## src/rtl/rom_read_arbiter_pkg.sv

```systemverilog
// Shared types and helpers for the ROM read arbiter and its round-robin picker.
package rom_read_arbiter_pkg;

  // Transaction sequencer: one ROM read occupies exactly these four states.
  typedef enum logic [1:0] {
    IDLE    = 2'd0,
    ROM_RD  = 2'd1,
    CAPTURE = 2'd2,
    ACK     = 2'd3
  } arb_state_e;

  // Width of a requester index; never narrower than one bit.
  function automatic int unsigned idx_w(input int unsigned n);
    return (n > 1) ? $clog2(n) : 1;
  endfunction

endpackage

```

## src/rtl/rom_read_arbiter_rr_picker.sv

```systemverilog
// Combinational round-robin picker: the first set request bit found by
// scanning last+1, last+2, ... wrapping modulo NREQ wins.
module rr_picker
  import rom_read_arbiter_pkg::*;
#(
  parameter  int unsigned NREQ = 4,
  localparam int unsigned IW   = idx_w(NREQ)
) (
  input  logic [NREQ-1:0] req_i,
  input  logic [IW-1:0]   last_i,
  output logic [NREQ-1:0] gnt_o,
  output logic [IW-1:0]   idx_o,
  output logic            any_o
);

  // One extra bit so last+k (at most 2*NREQ-1) cannot overflow before the wrap.
  logic [IW:0] cand;

  // Scan from the requester after the previous winner; the first hit wins.
  always_comb begin
    // NOTE: every output gets a default before the loop, so no path leaves a
    // value unassigned and no latch is inferred.
    gnt_o = '0;
    idx_o = '0;
    any_o = 1'b0;
    cand  = '0;
    for (int k = 1; k <= int'(NREQ); k++) begin
      cand = {1'b0, last_i} + (IW+1)'(k);
      if (cand >= (IW+1)'(NREQ)) begin
        cand = cand - (IW+1)'(NREQ);
      end
      if (!any_o && req_i[cand[IW-1:0]]) begin
        any_o                = 1'b1;
        idx_o                = cand[IW-1:0];
        gnt_o[cand[IW-1:0]]  = 1'b1;
      end
    end
  end

endmodule

```

## src/rtl/rom_read_arbiter.sv

```systemverilog
// Round-robin arbiter sharing one synchronous-read ROM among NREQ clients.
// Each grant walks IDLE -> ROM_RD -> CAPTURE -> ACK; the winner sees a
// one-cycle ack with the read word (or rerr for out-of-range addresses).
module rom_read_arbiter
  import rom_read_arbiter_pkg::*;
#(
  parameter int unsigned NREQ  = 4,
  parameter int unsigned AW    = 8,
  parameter int unsigned DW    = 8,
  parameter int unsigned DEPTH = 32
) (
  input  logic               clk,
  input  logic               reset,
  input  logic [NREQ-1:0]    req,
  input  logic [NREQ*AW-1:0] addr,
  output logic [NREQ-1:0]    ack,
  output logic [DW-1:0]      rdata,
  output logic               rerr,
  output logic               busy,
  output logic [AW-1:0]      rom_addr,
  input  logic [DW-1:0]      rom_data
);

  localparam int unsigned IW      = idx_w(NREQ);
  // Range limit widened by one bit so DEPTH == 2**AW is representable and
  // the compare below can then never fire.
  localparam logic [AW:0] DEPTH_C = (AW+1)'(DEPTH);

  generate
    if (NREQ < 2 || NREQ > 8) begin : g_bad_nreq
      $error("rom_read_arbiter: NREQ must be in 2..8");
    end
    if (longint'(DEPTH) > (longint'(1) << AW)) begin : g_bad_depth
      $error("rom_read_arbiter: DEPTH must not exceed 2**AW");
    end
  endgenerate

  arb_state_e      state_q, state_d;
  logic [NREQ-1:0] gnt_q, gnt_d;
  logic [IW-1:0]   win_q, win_d;
  logic [IW-1:0]   last_q, last_d;
  logic [AW-1:0]   rom_addr_q, rom_addr_d;
  logic            oor_q, oor_d;
  logic [NREQ-1:0] ack_q, ack_d;
  logic [DW-1:0]   rdata_q, rdata_d;
  logic            rerr_q, rerr_d;

  logic [NREQ-1:0] pick_gnt;
  logic [IW-1:0]   pick_idx;
  logic            pick_any;
  logic [AW-1:0]   addr_arr [NREQ];
  logic [AW-1:0]   win_addr;

  // Unpack the flat address bus so the winner's address is a plain array read.
  generate
    for (genvar i = 0; i < int'(NREQ); i++) begin : g_addr
      assign addr_arr[i] = addr[i*AW +: AW];
    end
  endgenerate

  assign win_addr = addr_arr[pick_idx];

  rr_picker #(
    .NREQ (NREQ)
  ) u_picker (
    .req_i  (req),
    .last_i (last_q),
    .gnt_o  (pick_gnt),
    .idx_o  (pick_idx),
    .any_o  (pick_any)
  );

  // Next-state and datapath: grant in IDLE, wait for the ROM, capture, ack.
  always_comb begin
    state_d    = state_q;
    gnt_d      = gnt_q;
    win_d      = win_q;
    last_d     = last_q;
    rom_addr_d = rom_addr_q;
    oor_d      = oor_q;
    ack_d      = ack_q;
    rdata_d    = rdata_q;
    rerr_d     = rerr_q;
    case (state_q)
      IDLE: begin
        if (pick_any) begin
          gnt_d      = pick_gnt;
          win_d      = pick_idx;
          rom_addr_d = win_addr;
          oor_d      = ({1'b0, win_addr} >= DEPTH_C);
          state_d    = ROM_RD;
        end
      end
      // The ROM samples rom_addr at the closing edge of this cycle.
      ROM_RD: state_d = CAPTURE;
      CAPTURE: begin
        // Out-of-range reads never trust whatever the ROM drives.
        rdata_d = oor_q ? '0 : rom_data;
        rerr_d  = oor_q;
        ack_d   = gnt_q;
        last_d  = win_q;
        state_d = ACK;
      end
      ACK: begin
        ack_d   = '0;
        rerr_d  = 1'b0;
        state_d = IDLE;
      end
      default: state_d = IDLE;
    endcase
  end

  // State registers; reset aborts any transaction and restarts at requester 0.
  always_ff @(posedge clk or negedge reset) begin
    if (!reset) begin
      state_q    <= IDLE;
      gnt_q      <= '0;
      win_q      <= '0;
      last_q     <= IW'(NREQ - 1);
      rom_addr_q <= '0;
      oor_q      <= 1'b0;
      ack_q      <= '0;
      rdata_q    <= '0;
      rerr_q     <= 1'b0;
    end else begin
      // NOTE: non-blocking assignments here so every register samples the
      // values computed in the previous cycle, independent of statement order.
      state_q    <= state_d;
      gnt_q      <= gnt_d;
      win_q      <= win_d;
      last_q     <= last_d;
      rom_addr_q <= rom_addr_d;
      oor_q      <= oor_d;
      ack_q      <= ack_d;
      rdata_q    <= rdata_d;
      rerr_q     <= rerr_d;
    end
  end

  assign ack      = ack_q;
  assign rdata    = rdata_q;
  assign rerr     = rerr_q;
  assign rom_addr = rom_addr_q;
  assign busy     = (state_q != IDLE);

endmodule
```

## config.mk

```make
export PLATFORM = sky130hd
export DESIGN_NAME = rom_read_arbiter
export DESIGN_NICKNAME = d
export VERILOG_FILES = /design/src/rtl/rom_read_arbiter_pkg.sv /design/src/rtl/rom_read_arbiter_rr_picker.sv /design/src/rtl/rom_read_arbiter.sv
export SDC_FILE = /design/constraint.sdc
export NUM_CORES = 1
export LEC_CHECK = 0
export ABC_AREA = 1
export CAP_MARGIN = 40
export CORE_ASPECT_RATIO = 1.4
export CORE_MARGIN = 4
export CORE_UTILIZATION = 50
export CTS_BUF_LIST = sky130_fd_sc_hd__clkbuf_16
export CTS_CLUSTER_DIAMETER = 40
export DETAILED_ROUTE_END_ITERATION = 8
export MAX_ROUTING_LAYER = met4
export PLACE_DENSITY = 0.86
export SETUP_SLACK_MARGIN = 0.5
export SYNTH_ARGS = -nofsm -noshare
export SYNTH_HDL_FRONTEND = slang
export SYNTH_SLANG_ARGS = --single-unit
export TNS_END_PERCENT = 5
```

## constraint.sdc

```tcl
create_clock -name clk -period 4.6 [get_ports clk]
set_clock_uncertainty 0.2 [all_clocks]
set_input_delay 1.15 -clock clk [delete_from_list [all_inputs] [get_ports clk]]
set_output_delay 1.15 -clock clk [all_outputs]
set_load 0.02 [all_outputs]
```

==> results of run 1 <==
==> power groups by stage <==
stage	clock network, mW	registers [mW]	logic [mW]
floorplan	0	0.572	1.08
global placement	0	0.506	1.48
detailed placement	0	0.513	1.51
CTS	0.373	0.512	1.52
global route	0.386	0.529	1.69
finish	0.369	0.513	1.52
==> cell type report <==
class,instances,area [sq um]
multi-input combinational,188,1130
timing repair buffer,68,678
inverter,35,136
tap,43,53.8
fill,297,1050
sequential,32,803
clock inverter,3,42.5
clock buffer,5,125
==> kinds of logic after synthesis <==
logic type	Yosys count	share of synthesized area (%)
adders and majority gates	12	7.06
AOI/OAI and AO/OA	45	14.9
DFF	32	37.8
buffers and inverters	42	8.94
and+or+nand+nor	131	31.3
==> registers in the layout (all words and copies together) (netlist names) <==
signal	cells
rdata	8
rom_addr	8
ack	4
gnt_q	4
last_q	2
state_q	2
win_q	2
oor_q	1
rerr	1
==> per-layer routing <==
layer | up-vias | wire [um] | share of wire [%] | global-route usage [%]
li1 | 1017 | - | - | -
met1 | 920 | 2150 | 41 | 22.9
met2 | 76 | 2720 | 52 | 35.9
met3 | 13 | 273 | 5.2 | 3.84
met4 | 0 | 133 | 2.5 | 9.84
met5 | - | 0 | 0 | -
==> metrics by stage <==
step	total power, mW	utilization (%)	cell area (sq um)	setup slack [ns]	hold slack, ns
CTS	2.41	73.9	2970	1.44	0.299
floorplan	1.65	-	2130	1.95	0.253
finish	2.40	73.9	2970	1.42	0.300
detailed placement	2.02	69.8	2810	1.16	0.276
global route	2.61	73.9	2970	1.23	0.310
global placement	1.99	69.8	2810	1.21	0.267
==> critical path, delay by kind of cell <==
kind | cells | cell delay, ns
AO/OA/AOI/OAI | 3 | 0.33
buffers and inverters | 4 | 0.79
AND/OR/NAND/NOR | 6 | 0.84
==> worst paths after layout <==
check | slack [ns] | start | depth (start not counted) | endpoint
setup / recovery | 1.42 | req[2] | 13 | rom_addr[1]
hold / removal | 0.30 | ack[1] | 2 | ack[1]
setup reg to reg | 1.52 | last_q[0] | 12 | rom_addr[4]
hold reg to reg | 0.30 | ack[1] | 2 | ack[1]
max in group asynchronous | 2.80 | reset | 2 | last_q[0]
min in group asynchronous | 1.08 | reset | 2 | state_q[0]
==> Yosys cell counts (3+ instances only) <==
master    number  area, sq um
nand2_1       60          225
inv_1         32          120
dfrtp_1       30          751
nand3_1       28          140
ha_1          12          150
nor2_1        12         45.0
nand2_2        9         56.3
a22o_1         8         70.1
a31oi_1        7         43.8
nand4_1        7         43.8
o211ai_1       6         45.0
o21a_1         5         37.5
a22oi_1        4         30.0
o21ai_0        4         20.0
o21ai_1        4         20.0
or2_0          4         25.0
buf_6          3         33.8
nand2_4        3         33.8
nand3_2        3         30.0
==> placed cells by master, fill, tap and decap left out, drive strengths merged <==
cell / n
nand2: 72
o211ai: 6
buf: 1
clkinvlp: 1
clkdlybuf4s50: 67
bufinv: 1
o21a: 5
a21oi: 4
nor2: 14
dfrtp: 30
ha: 12
or2: 4
dfstp: 2
o31ai: 1
clkbuf: 5
nor3: 1
a22oi: 4
a21boi: 1
nand4: 8
a22o: 8
clkinv: 1
o21ai: 9
nand3: 32
inv: 35
a31oi: 7
==> flow_metrics.py, run 1 <==
metrics = {
    "synthesis": {
        "synth_area_sq_mm": 0.00213,
        "synth_cell_types": 34,
        "synthArstFlopShare_pct": 100,
        "postSynthCellCount": 262,
        "synth_nets": 320,
        "synth-edff-count": 0,
        "ys_warn_count": 0,
        "ys.flop_type": "dfrtp_1",
        "synth.avg_cell_area_sq_um": 8.12,
        "ys_ff_latch": 32,
        "yosysSeqAreaShare_pct": 37.8,
    },
    "final_layout": {
        "drive_gt1_share_pct": 10.9,
        "final_cell_count_no_fill": 374,
        "final_nets": 388,
        "syn_to_final_growth_pct": 39.8,
        "num_antenna_cells": 0,
    },
    "detailed_routing": {
        "viasPerCell": 5.42,
        "num_vias": 2026,
        "drtAntennaViolNets": 0,
        "drt-total-wl_um": 5270,
        "first_iter_violations": 68,
        "drt-pass1-iter-count": 4,
        "wl_per_cell_um": 14.1,
        "drc": 0,
    },
    "cts": {
        "cts_resized": 0,
        "cts-buffers-inserted": 5,
        "root_buffer": "clkbuf_16",
        "cts_setup_buffers": 0,
        "hold_buffers": 0,
        "cts_tree": "done",
        "clkTransAtPathRegs_ns": 0.05,
        "clockBufferDepth": 2,
        "htreeDepth": 2,
        "cts.sinks": 32,
        "clk_latency_ns": 0.28,
    },
    "power": {
        "cellPowerDensity_mw_per_mm2": 808,
        "power_leakage_nw": 1.43,
        "ir_drop_v": 0.000498,
        "power.share.switching_pct": 48.5,
        "p_seq_share_pct": 21.4,
        "pwr-share-comb_pct": 63.3,
        "p_sw_mw": 1.17,
        "p_int_mw": 1.24,
        "pwr-share-clk_pct": 15.4,
    },
    "critical_path": {
        "critPathRequiredTime_ns": 4.55,
        "cp_max_fo": 20,
        "start_kind": "input port",
        "crit_type": "input port to flip-flop",
        "cpPeakStageDelay_ns": 0.51,
        "endpoint_kind": "flip-flop",
        "path_cells": "clkdlybuf4s50_1 > inv_1 > nand2_1 > nand3_4 > nand2_4 > inv_4 > o21ai_2 > nand2_2 > nand3_2 > inv_2 > o21a_1 > o21ai_1 > nand3_1",
        "crit_path_top_delay_cell": "clkdlybuf4s50_1",
        "cp_data_arrival_time_ns": 3.13,
    },
    "timing": {
        "worst_slew_pin_slew_ns": 0.584,
        "finalSetupViolations": 0,
        "finalHoldViolCount": 0,
        "max_freq_ghz": 0.315,
        "post-route-min-period_ns": 3.18,
        "tns_ns": 0,
        "slew_headroom_pct": 60.9,
        "finalMaxSlewViolations": 0,
        "rsz0062_at_grt": "false",
        "finalCritPeriodShare_pct": 69.1,
    },
    "job": {
        "cap_violations": 0,
    },
    "floorplanning": {
        "die_x_um": 63.1,
        "rows": 27,
        "die_area_sq_mm": 0.00538,
        "coreArea_sq_mm": 0.00402,
        "io_pins": 68,
        "initial_core_util_pct": 52.9,
        "die_y_um": 85.2,
    },
    "grt": {
        "grt_max_degree": 33,
        "grt_use_total_pct": 20.8,
        "antenna_found_initial": 0,
        "grt_overflow": 0,
        "grt_pass1_vias": 1969,
        "grt_first_pass_wirelength_um": 8720,
    },
    "placement": {
        "place_congestion": 0.887,
        "detailed_place_hpwl_um": 4050,
        "post-place-cells": 366,
        "portBuffers": 67,
    },
    "outcome": {
        "status": "completed",
    },
    "min_path": {
        "hp-class": "flip-flop to flip-flop",
    },
}
Note: power is estimated with default switching activity, not from simulation.
==> run 2: changes to the inputs <==
Settings changed: CORE_UTILIZATION 50 to 47, PLACE_DENSITY 0.86 to 0.81.
Clock period 4.6 ns to 3.15 ns, I/O delays scaled along.
==> run 2 against run 1 <==
Sequential share of layout area fell by 1.8 points. First-iteration DRC count rose by 16%. Routed wire length rose by 8.4%. Die area rose by 5.7%. Critical path type unchanged. Highest routed layer unchanged.
==> flow_metrics.py, run 2 (synthesis results as in run 1) <==
metrics = {
    "outcome": {
        "status": "completed",
    },
    "critical_path": {
        "crit_type": "input port to flip-flop",
        "reg2reg_slack_ns": 0.66,
        "worstReg2RegStart": "last_q[1]",
        "crit_top_cell": "nand2_1",
        "cp.depth": 15,
        "critPathTopFamily": "simple AND/OR/NAND/NOR gates",
        "crit_path_top_delay_cell": "clkdlybuf4s50_1",
        "endpoint_kind": "flip-flop",
        "cpPeakStageDelay_ns": 0.50,
        "ff2ff_path_depth": 12,
        "start_kind": "input port",
        "critPathRequiredTime_ns": 3.16,
        "critPathLaunch": "req[1]",
        "path_cells": "clkdlybuf4s50_1 > nand2_1 > nand2_1 > nand2_2 > nand2_4 > inv_6 > nand3_1 > nand2_1 > nand2_2 > nand2_4 > nor2_4 > nand3_1 > nand2_1 > nor2_1 > nand3_1",
        "cp_max_fo": 6,
        "critical_path_buf_inv_count": 2,
        "reg2reg_to": "rom_addr[0]",
        "endpoint": "oor_q",
        "cp_data_arrival_time_ns": 2.59,
    },
    "grt": {
        "grt_overflow": 0,
        "grt_first_pass_wirelength_um": 8490,
        "grt_pass1_vias": 1952,
        "grt_max_degree": 33,
        "antenna_found_initial": 0,
        "grt_use_total_pct": 19.7,
    },
    "timing": {
        "finalHoldViolCount": 0,
        "finalCritPeriodShare_pct": 82.0,
        "post-route-min-period_ns": 2.58,
        "max_freq_ghz": 0.387,
        "fin_ws_ns": 0.566,
        "finalMaxSlewViolations": 0,
        "worst_slew_pin_slew_ns": 0.583,
        "tns_ns": 0,
        "finalSetupViolations": 0,
        "slew_headroom_pct": 61.0,
        "rsz0062_at_grt": "false",
    },
    "floorplanning": {
        "coreArea_sq_mm": 0.00431,
        "io_pins": 68,
        "initial_core_util_pct": 49.4,
        "die_x_um": 64.9,
        "die_y_um": 87.6,
        "die_area_sq_mm": 0.00568,
        "rows": 28,
    },
    "detailed_routing": {
        "wl_per_cell_um": 14.0,
        "drc": 0,
        "viasPerCell": 5.23,
        "drt-total-wl_um": 5720,
        "first_iter_violations": 79,
        "drt-pass1-iter-count": 4,
        "drtAntennaViolNets": 0,
        "num_vias": 2129,
    },
    "power": {
        "ir_drop_v": 0.000970,
        "cellPowerDensity_mw_per_mm2": 1220,
        "power_leakage_nw": 1.56,
    },
    "cts": {
        "clkTransAtPathRegs_ns": 0.05,
        "cts.sinks": 32,
        "hold_buffers": 0,
        "cts_tree": "done",
        "clockBufferDepth": 2,
        "cts-buffers-inserted": 5,
        "clk_latency_ns": 0.27,
        "root_buffer": "clkbuf_16",
        "htreeDepth": 2,
    },
    "placement": {
        "detailed_place_hpwl_um": 4140,
        "dpl_worst_slack_ns": 0.107,
        "portBuffers": 67,
        "place_congestion": 0.945,
    },
    "final_layout": {
        "fillerInstances": 322,
        "final_nets": 404,
        "num_antenna_cells": 0,
        "syn_to_final_growth_pct": 49.6,
        "final_common_cell": "clkdlybuf4s50_1",
        "final_cell_mix": "63 x clkdlybuf4s50_1, 56 x nand2_1, 32 x inv_1",
        "drive_gt1_share_pct": 16.4,
    },
    "min_path": {
        "hp-class": "flip-flop to flip-flop",
    },
    "job": {
        "cap_violations": 0,
    },
}
==> run 2: layout make-up <==
cell class | instances | area [sq um] | share of cell area, %
Multi-Input combinational cell | 191 | 1240 | 39.1
Inverter | 35 | 139 | 4.36
Clock buffer | 5 | 125 | 3.93
Clock inverter | 3 | 12.5 | 0.393
Sequential cell | 32 | 803 | 25.2
Tap cell | 60 | 75.1 | 2.36
Timing Repair Buffer | 81 | 782 | 24.6
==> run 2: how the worst min path moves through the flow <==
| stage | depth (start not counted) | start | to | slack (ns) |
|---|---|---|---|---|
| detailed placement | 2 | rom_addr[6] | rom_addr[6] | 0.27 |
| floorplan | 2 | win_q[0] | win_q[0] | 0.25 |
| global route | 2 | win_q[0] | win_q[0] | 0.31 |
| finish | 2 | rom_addr[6] | rom_addr[6] | 0.28 |
| global placement | 2 | rom_addr[6] | rom_addr[6] | 0.26 |
| CTS | 2 | rom_addr[6] | rom_addr[6] | 0.29 |
==> run 2: worst min-delay path: stages, from the launching register on <==
cell	delay, ns
dfrtp_1	0.34
nand2_1	0.06
nand2_1	0.05
==> run 2: report_power, final <==
| part | internal [mW] | switching [mW] |
|---|---|---|
| sequential | 0.612 | 0.103 |
| clock | 0.285 | 0.161 |
| combinational | 1.08 | 1.64 |
| total | 1.97 | 1.90 |
==> run 2: per-stage QoR <==
step | util [%] | total power [mW] | area (sq um) | instances | hold WS, ns
detailed placement | 66.5 | 3.00 | 2860 | 388 | 0.271
CTS | 70.2 | 3.52 | 3030 | 397 | 0.285
global placement | 66.5 | 2.95 | 2860 | 388 | 0.263
finish | 73.8 | 3.87 | 3180 | 407 | 0.282
global route | 73.8 | 4.18 | 3180 | 407 | 0.307
floorplan | - | 2.41 | 2130 | 262 | 0.253
==> run 2: repair_timing <==
item,in CTS,in global routing
setup endpoints to repair,10,14
pin swaps,1,6
gates cloned,1,2
resized for setup,4,18
setup buffers,0,8
==> run 2: routing by layer <==
| layer | track usage, % | wire [um] |
|---|---|---|
| met3 | 3.85 | 293 |
| met2 | 34.9 | 3010 |
| met5 | - | 0 |
| met1 | 21.3 | 2280 |
| met4 | 8.46 | 140 |
